$ cat src/rtl/cover_toggle_collector.sv
// cover_toggle_collector: sticky toggle-coverage bitmap reporting each first hit once, lowest index first.
// Optional COVER_TOGGLE_TOTAL_CNT_EN adds a saturating count of all hit events.
module cover_toggle_collector #(
    parameter int W           = 28,
    parameter int COVER_INDEX = 0,
    parameter int IDX_W       = 32
) (
    input  logic                     clk_i,
    input  logic                     rst_ni,
    input  logic                     en_i,
    input  logic                     clear_i,
    input  logic [W-1:0]             valid_i,
    output logic                     out_valid_o,
    input  logic                     out_ready_i,
    output logic [IDX_W-1:0]         out_index_o,
    output logic [$clog2(W+1)-1:0]   covered_cnt_o,
    output logic                     all_covered_o,
    output logic [31:0]              total_cnt_o
);
    localparam int CW = $clog2(W+1);
    localparam int SW = W > 1 ? $clog2(W) : 1;

    logic [W-1:0]     seen_q, seen_d, pend_q, pend_d, new_hit;
    logic [CW-1:0]    cnt_q, cnt_d, pop;
    logic [SW-1:0]    sel;
    logic             out_valid_q, out_valid_d, load, take;
    logic [IDX_W-1:0] out_index_q, out_index_d;

    assign new_hit = valid_i & ~seen_q & {W{en_i}};
    assign load    = !out_valid_q || out_ready_i;
    assign take    = load && (|pend_q) && !clear_i;

    always_comb begin
        sel = '0;
        for (int i = W-1; i >= 0; i--) if (pend_q[i]) sel = SW'(i);
        pop = '0;
        for (int i = 0; i < W; i++) pop = pop + CW'(new_hit[i]);
    end

    // clear wins over same-cycle hits; the in-flight beat keeps its handshake
    assign seen_d      = clear_i ? '0 : seen_q | new_hit;
    assign pend_d      = clear_i ? '0 : (pend_q | new_hit) & ~(take ? W'(1) << sel : '0);
    assign cnt_d       = clear_i ? '0 : cnt_q + pop;
    assign out_valid_d = load ? take : out_valid_q;
    assign out_index_d = take ? IDX_W'(COVER_INDEX) + IDX_W'(sel) : out_index_q;

    always_ff @(posedge clk_i or negedge rst_ni) begin
        if (!rst_ni) begin
            seen_q      <= '0;
            pend_q      <= '0;
            cnt_q       <= '0;
            out_valid_q <= 1'b0;
            out_index_q <= '0;
        end else begin
            seen_q      <= seen_d;
            pend_q      <= pend_d;
            cnt_q       <= cnt_d;
            out_valid_q <= out_valid_d;
            out_index_q <= out_index_d;
        end
    end

    assign out_valid_o   = out_valid_q;
    assign out_index_o   = out_index_q;
    assign covered_cnt_o = cnt_q;
    assign all_covered_o = &seen_q;

`ifdef COVER_TOGGLE_TOTAL_CNT_EN
    logic [31:0] tot_q;
    logic [8:0]  tpop;
    logic [32:0] tsum;

    always_comb begin
        tpop = '0;
        for (int i = 0; i < W; i++) tpop = tpop + 9'(valid_i[i]);
    end

    assign tsum = {1'b0, tot_q} + 33'(tpop);

    always_ff @(posedge clk_i or negedge rst_ni) begin
        if (!rst_ni) tot_q <= '0;
        else if (en_i) tot_q <= tsum[32] ? '1 : tsum[31:0];
    end

    assign total_cnt_o = tot_q;
`else
    assign total_cnt_o = '0;
`endif
endmodule

$ cat config.mk
export PLATFORM = sky130hd
export DESIGN_NAME = cover_toggle_collector
export DESIGN_NICKNAME = d
export VERILOG_FILES = /design/src/rtl/cover_toggle_collector.sv
export SDC_FILE = /design/constraint.sdc
export NUM_CORES = 1
export LEC_CHECK = 0
export BUFFER_PORTS_ARGS = -buffer_cell sky130_fd_sc_hd__buf_4
export CAP_MARGIN = 20
export CELL_PAD_IN_SITES_DETAIL_PLACEMENT = 1
export CELL_PAD_IN_SITES_GLOBAL_PLACEMENT = 1
export CORE_MARGIN = 2
export CORE_UTILIZATION = 45
export CTS_CLUSTER_DIAMETER = 100
export DETAILED_ROUTE_END_ITERATION = 6
export HOLD_SLACK_MARGIN = 0.02
export PLACE_DENSITY_LB_ADDON = 0.1
export SYNTH_ARGS = -nofsm -noshare
export SYNTH_HDL_FRONTEND = slang
export SYNTH_SLANG_ARGS = --single-unit
$ cat constraint.sdc
create_clock -name clk_i -period 12.2 [get_ports clk_i]
set_clock_uncertainty 0.15 [all_clocks]
set_input_delay 0.61 -clock clk_i [delete_from_list [all_inputs] [get_ports clk_i]]
set_output_delay 0.61 -clock clk_i [all_outputs]
set_load 0.05 [all_outputs]
==> impl_metrics.tcl, run 1 <==
set metrics [dict create \
    track_usage 0.2299 \
    clock_sinks 67 \
    ir_drop_mv 0.1734 \
    syn_area_um2 4592 \
    status "finished clean" \
    ff_latch_area_um2 1677 \
    io_buffers 44 \
    synth_top_area_share 0.3651 \
    hp-class "in2async" \
    maxCapViolations 0 \
    crit_start "en_i" \
    synth-seq-cells 67 \
    die_x_um 105.0 \
    crit_type "in2reg" \
    p_leak_nw 2.413 \
    area_growth_pct 8.801 \
    grt_max_degree 68 \
    post_cts_resized 0 \
    grt_overflow_total 0 \
    yosysMostFrequentCell "dfrtp_1" \
    drt_pass1_iterations 5 \
    diodes 0 \
    cp_cell_sequence "buf_4 -> nand2_1 -> nor2_1 -> fa_1 -> fa_1 -> inv_1 -> fa_1 -> fa_1 -> fa_1 -> fa_1 -> fa_1 -> fa_1 -> inv_1 -> a21o_1 -> a21oi_1 -> xnor2_1 -> nor2_1" \
    synth_top_flop_cell "dfrtp_1" \
    synth.area.top_cells "dfrtp_1, buf_4, fa_1" \
    clockBufferDepth 2 \
    core-area_um2 9819 \
    setup_tns_ns 0 \
    regToRegStartpoint "seen_q[8]" \
    drtAntennaViolNets 0 \
    final_net_count 588 \
    crit_path_end_kind "register" \
    place_congestion 0.8226 \
    cts_root_buf "clkbuf_8" \
    dieHeight_um 105.0 \
    cts_tree "yes" \
    synth-edff-count 0 \
    netlist_instances 485 \
    tightestPinTransition_ns 0.8774 \
    hold_ws_ns 0.2145 \
    syn_area_per_cell_um2 9.468 \
    min_period_ns 5.725 \
    critPathLaunchType "input pin" \
    multi_input_area_um2 2456 \
    yosysWarnings 0 \
    vias 3475 \
    critPathSlowestCell "fa_1" \
    grt_pass1_wl_mm 19.43 \
    seq_area_frac_synth 0.3651 \
    slew_viol_final 0 \
    setup_slack_ns 6.475 \
    async_reset_ff_frac 1.000 \
    path_clk_slew_ns 0.08 \
    slew_headroom 0.4151 \
    postCtsHoldBufs 0 \
    finalHoldViolCount 0 \
    drive_gt1_frac 0.1591 \
    hpwlAfterDp_mm 9.013 \
    wl_per_cell_um 18.10 \
    synth_commonest_cells "dfrtp_1, nor2_1, buf_4" \
    dp_cells 645 \
    die_area_um2 11030 \
    rsz0062_at_grt "no" \
    finalPower_mw 0.9936 \
    viasPerCell 5.257 \
    cp_common_cell "fa_1" \
    io_pins 104 \
    dpl_worst_slack_ns 6.091 \
    max_freq_mhz 174.7 \
    dr_wl_met2_mm 5.846 \
    required_ns 12.27 \
    worstPathArrival_ns 5.79 \
    antenna_found_initial 0 \
    fin_crit_sh 0.4693 \
    yosysUniqueCellTypes 61 \
    max_stage_delay_ns 0.58 \
    clock_latency_ns 0.36 \
    grt_pass1_vias 3616 \
    layout.cells.non_filler 661 \
    start_util 0.4676 \
    power_density_nw_per_um2 198.9 \
    cts_buffers 9 \
    post-cts-setup-buffers 0 \
    finalSetupViolations 0 \
    met1_length_mm 5.387 \
    n_fill_cell 1199 \
    wl_met3_um 477 \
    yosysTopAreaCell "dfrtp_1" \
    drt-total-wl_mm 11.96 \
    route.top_layer_used "met4" \
    row_count 36 \
    drt-initial-drc-count 150 \
    drcViolationCount 0 \
    crit_path_max_fanout 56 \
    htree_levels 3 \
]
placed cells by master (no fill, tap or decap), drive strengths merged, types with 5 or more instances in the layout:
cell type / count
dfrtp: 67
inv: 37
clkbuf: 12
a311oi: 6
nor2: 68
nand4: 7
a31oi: 21
o21ai: 7
o21bai: 11
a21o: 15
nand2: 23
nor4: 10
buf: 44
fa: 22
conb: 59
a21oi: 38
nor3: 5
nand3b: 13
ha: 10
critical path, delay by kind of cell:
family	cells	cell delay (ns)
XOR/XNOR	1	0.16
buffers and inverters	3	0.55
AO/OA/AOI/OAI	2	0.17
AND/OR/NAND/NOR	3	0.41
adder cells (fa/ha/maj)	8	3.87
layer usage:
layer | global-route usage | up-vias
met3 | 0.03743 | 19
met1 | 0.3100 | 1737
met5 | 0 | -
met2 | 0.3743 | 87
li1 | - | 1632
met4 | 0.08190 | 0
path summary, 6_finish.rpt:
kind / endpoint / slack [ns] / cells after the start
min in group clk_i: seen_q[0] / 0.35 / 3
worst max-delay path: covered_cnt_o[4] / 6.47 / 17
worst max register to register: covered_cnt_o[4] / 6.88 / 14
worst min register to register: out_index_o[0] / 0.36 / 1
max in group asynchronous: covered_cnt_o[2] / 11.12 / 1
worst min-delay path: pend_q[21] / 0.21 / 1
kinds of logic (layout without fill, tap and decap cells):
family,Yosys count,in the layout,synth area share
AOI/OAI and AO/OA,114,114,0.1695
and+or+nand+nor,150,150,0.1755
other,1,59,0.0008167
xor gates and xnor gates,6,6,0.01144
buffers and inverters,112,97,0.1474
adders and majority gates,32,32,0.1232
muxes,3,3,0.007084
DFF,67,67,0.3651
area by class of cell:
type | count | area share
multi-input cells | 364 | 0.4916
inverters | 37 | 0.02780
clock buffers | 12 | 0.03105
clock inverters | 4 | 0.01453
repair buffers | 44 | 0.06612
flip-flops and latches | 67 | 0.3356
well taps | 133 | 0.03331
state kept, by name, summed over array words and instances (netlist names):
signal         count
pend_q            28
seen_q            28
covered_cnt_o      5
out_index_o        5
out_valid_o        1
per-stage QoR:
stage          area, µm²  utilization
6_report            4996       0.5088
5_1_grt             4996       0.5088
4_1_cts             4996       0.5088
3_5_place_dp        4768       0.4856
3_3_place_gp        4768       0.4856
2_1_floorplan       4810            -
power breakdown:
part	switching, mW	internal, mW
logic	0.312	0.192
clock network	0.0914	0.126
registers	0.0231	0.249
total	0.427	0.567
Note: power is estimated with default switching activity, not from simulation.
==> run 2: changes to the inputs <==
- CORE_UTILIZATION: 45 -> 38
- clock period: 12.2 -> 4.78 ns (I/O delays scaled with it)
==> run 2 against run 1 <==
  * The flow now finishes with violations (setup timing)
  * Via count grew 7.7%
  * Sequential share of layout area shrank 4.1 points
  * Critical path type is now reg2reg
  * Hold slack lost 0.19 ns
  * Combinational power grew to 3.0 times the previous value
  * Largest power group unchanged
  * Clock power grew to 2.8 times the previous value
  * Cell count grew 13%
  * Critical path depth shrank 3
  * Sequential cell count is the same
  * Power grew to 2.8 times the previous value
  * Worst setup slack lost 6.8 ns
  * Largest cell class unchanged
==> impl_metrics.tcl, run 2 (synthesis gave the netlist of run 1 again) <==
set metrics [dict create \
    wl_per_cell_um 17.82 \
    finalPower_mw 2.789 \
    grt_max_degree 68 \
    die_area_um2 12980 \
    clockBufferDepth 2 \
    maxCapViolations 0 \
    dp_cells 703 \
    max_stage_delay_ns 0.59 \
    min_period_ns 5.080 \
    status "finished, violations left" \
    max_freq_mhz 196.8 \
    crit_type "reg2reg" \
    htree_levels 3 \
    dpl_worst_slack_ns -0.6355 \
    grt_pass1_wl_mm 21.51 \
    rsz0062_at_grt "yes" \
    place_area_um2 5141 \
    drt_pass1_iterations 4 \
    crit_path_max_fanout 2 \
    cts_tree "yes" \
    row_count 40 \
    violations "setup timing" \
    diodes 0 \
    place_congestion 0.8142 \
    finalSetupViolations 4 \
    drt-total-wl_mm 13.31 \
    drt-initial-drc-count 142 \
    clock_latency_ns 0.34 \
    ir_drop_mv 0.3667 \
    clock_sinks 67 \
    slew_viol_final 0 \
    fin_crit_sh 1.063 \
    required_ns 4.83 \
    dieHeight_um 113.9 \
    stdcell_area_um2 5695 \
    cp_cell_sequence "nand3b_1 -> fa_1 -> fa_1 -> fa_1 -> fa_1 -> fa_1 -> fa_1 -> fa_2 -> fa_2 -> inv_1 -> a21o_1 -> a21oi_2 -> xnor2_1 -> nor2_1" \
    area_growth_pct 24.03 \
    critPathLaunchType "register" \
    path_delay_family "adder cells" \
    drive_gt1_frac 0.2383 \
    power_density_nw_per_um2 489.7 \
    vias 3742 \
    viasPerCell 5.009 \
    io_pins 104 \
    p_leak_nw 2.764 \
    cts_root_buf "clkbuf_16" \
    setup_slack_ns -0.3005 \
    final_net_count 660 \
    finalHoldViolCount 0 \
    cts_buffers 9 \
    core-area_um2 11910 \
    start_util 0.3855 \
    final_common_cell "buf_4" \
    worstPathArrival_ns 5.13 \
    grt_pass1_vias 4019 \
    slew_headroom 0.4052 \
    fin_util 0.4782 \
    critPathSlowestCell "fa_1" \
    grt_overflow_total 0 \
    antenna_found_initial 0 \
    hold_depth 3 \
    track_usage 0.2180 \
    die_x_um 113.9 \
    path_buf_inv 1 \
    hpwlAfterDp_mm 9.841 \
    tightestPinTransition_ns 0.8922 \
    cp.depth 14 \
    drtAntennaViolNets 0 \
    mostFrequentLayoutCells "buf_4, dfrtp_1, nor2_1, conb_1" \
    crit_path_end_kind "register" \
    hp-class "in2reg" \
    cp_common_cell "fa_1" \
    layout.cells.non_filler 747 \
    reg.largest.list "pend_q: 28 flops, seen_q: 28 flops" \
    drcViolationCount 0 \
    reg2regPathDepth 14 \
    path_clk_slew_ns 0.06 \
    io_buffers 44 \
]
-- run 2: path summary, 6_finish.rpt --
check / start / endpoint / slack, ns
max: seen_q[4] / covered_cnt_o[4] / -0.30
min: valid_i[19] / seen_q[19] / 0.02
max reg2reg: seen_q[4] / covered_cnt_o[4] / -0.30
min reg2reg: out_index_o[0] / out_index_o[0] / 0.37
max in group asynchronous: rst_ni / covered_cnt_o[0] / 3.44
min in group asynchronous: rst_ni / out_index_o[4] / 0.42
-- run 2: area by class of cell --
class	count	area (µm²)
Clock inverter	3	15.01
Inverter	37	138.9
Fill cell	1412	6216
Timing Repair Buffer	116	935.9
Multi-Input combinational cell	364	2504
Tap cell	147	183.9
Sequential cell	67	1678
Clock buffer	13	240.2
-- run 2: power breakdown --
group          leakage (nW)  switching [mW]  internal (mW)
Combinational          1.76           0.873          0.620
Sequential            0.874          0.0602          0.637
Clock                 0.127           0.250          0.349
-- run 2: worst register-to-register path, stage by stage, from the launching register on --
cell and delay (ns):
dfrtp_1 0.38, nand3b_1 0.21, fa_1 0.59, fa_1 0.45
fa_1 0.48, fa_1 0.51, fa_1 0.53, fa_1 0.45
fa_2 0.39, fa_2 0.35, inv_1 0.06, a21o_1 0.12
a21oi_2 0.06, xnor2_1 0.14, nor2_1 0.07
-- run 2: routing by layer --
metal,share of wire,GRT usage,vias up,wire length [µm]
met2,0.50,0.3714,78,6609
met4,0.017,0.07561,0,224
met1,0.46,0.2869,1878,6067
met5,0,0,-,0
met3,0.031,0.02710,14,410
li1,-,-,1772,-
-- run 2: repair_timing --
action	in CTS	in global routing
pin swaps	6	0
setup endpoints to repair	4	4
gates resized for setup	3	4
cloned	0	0
endpoints found under the hold margin	92	0
setup buffers	1	1
hold buffers	26	0
-- run 2: metrics by stage --
step | setup TNS, ns | hold slack (ns)
floorplan | -0.4110 | -0.2066
global placement | -1.475 | 0.2795
detailed placement | -2.059 | 0.2811
CTS | -0.7095 | 0.02490
global route | -1.366 | 0.05625
finish | -0.5762 | 0.02068
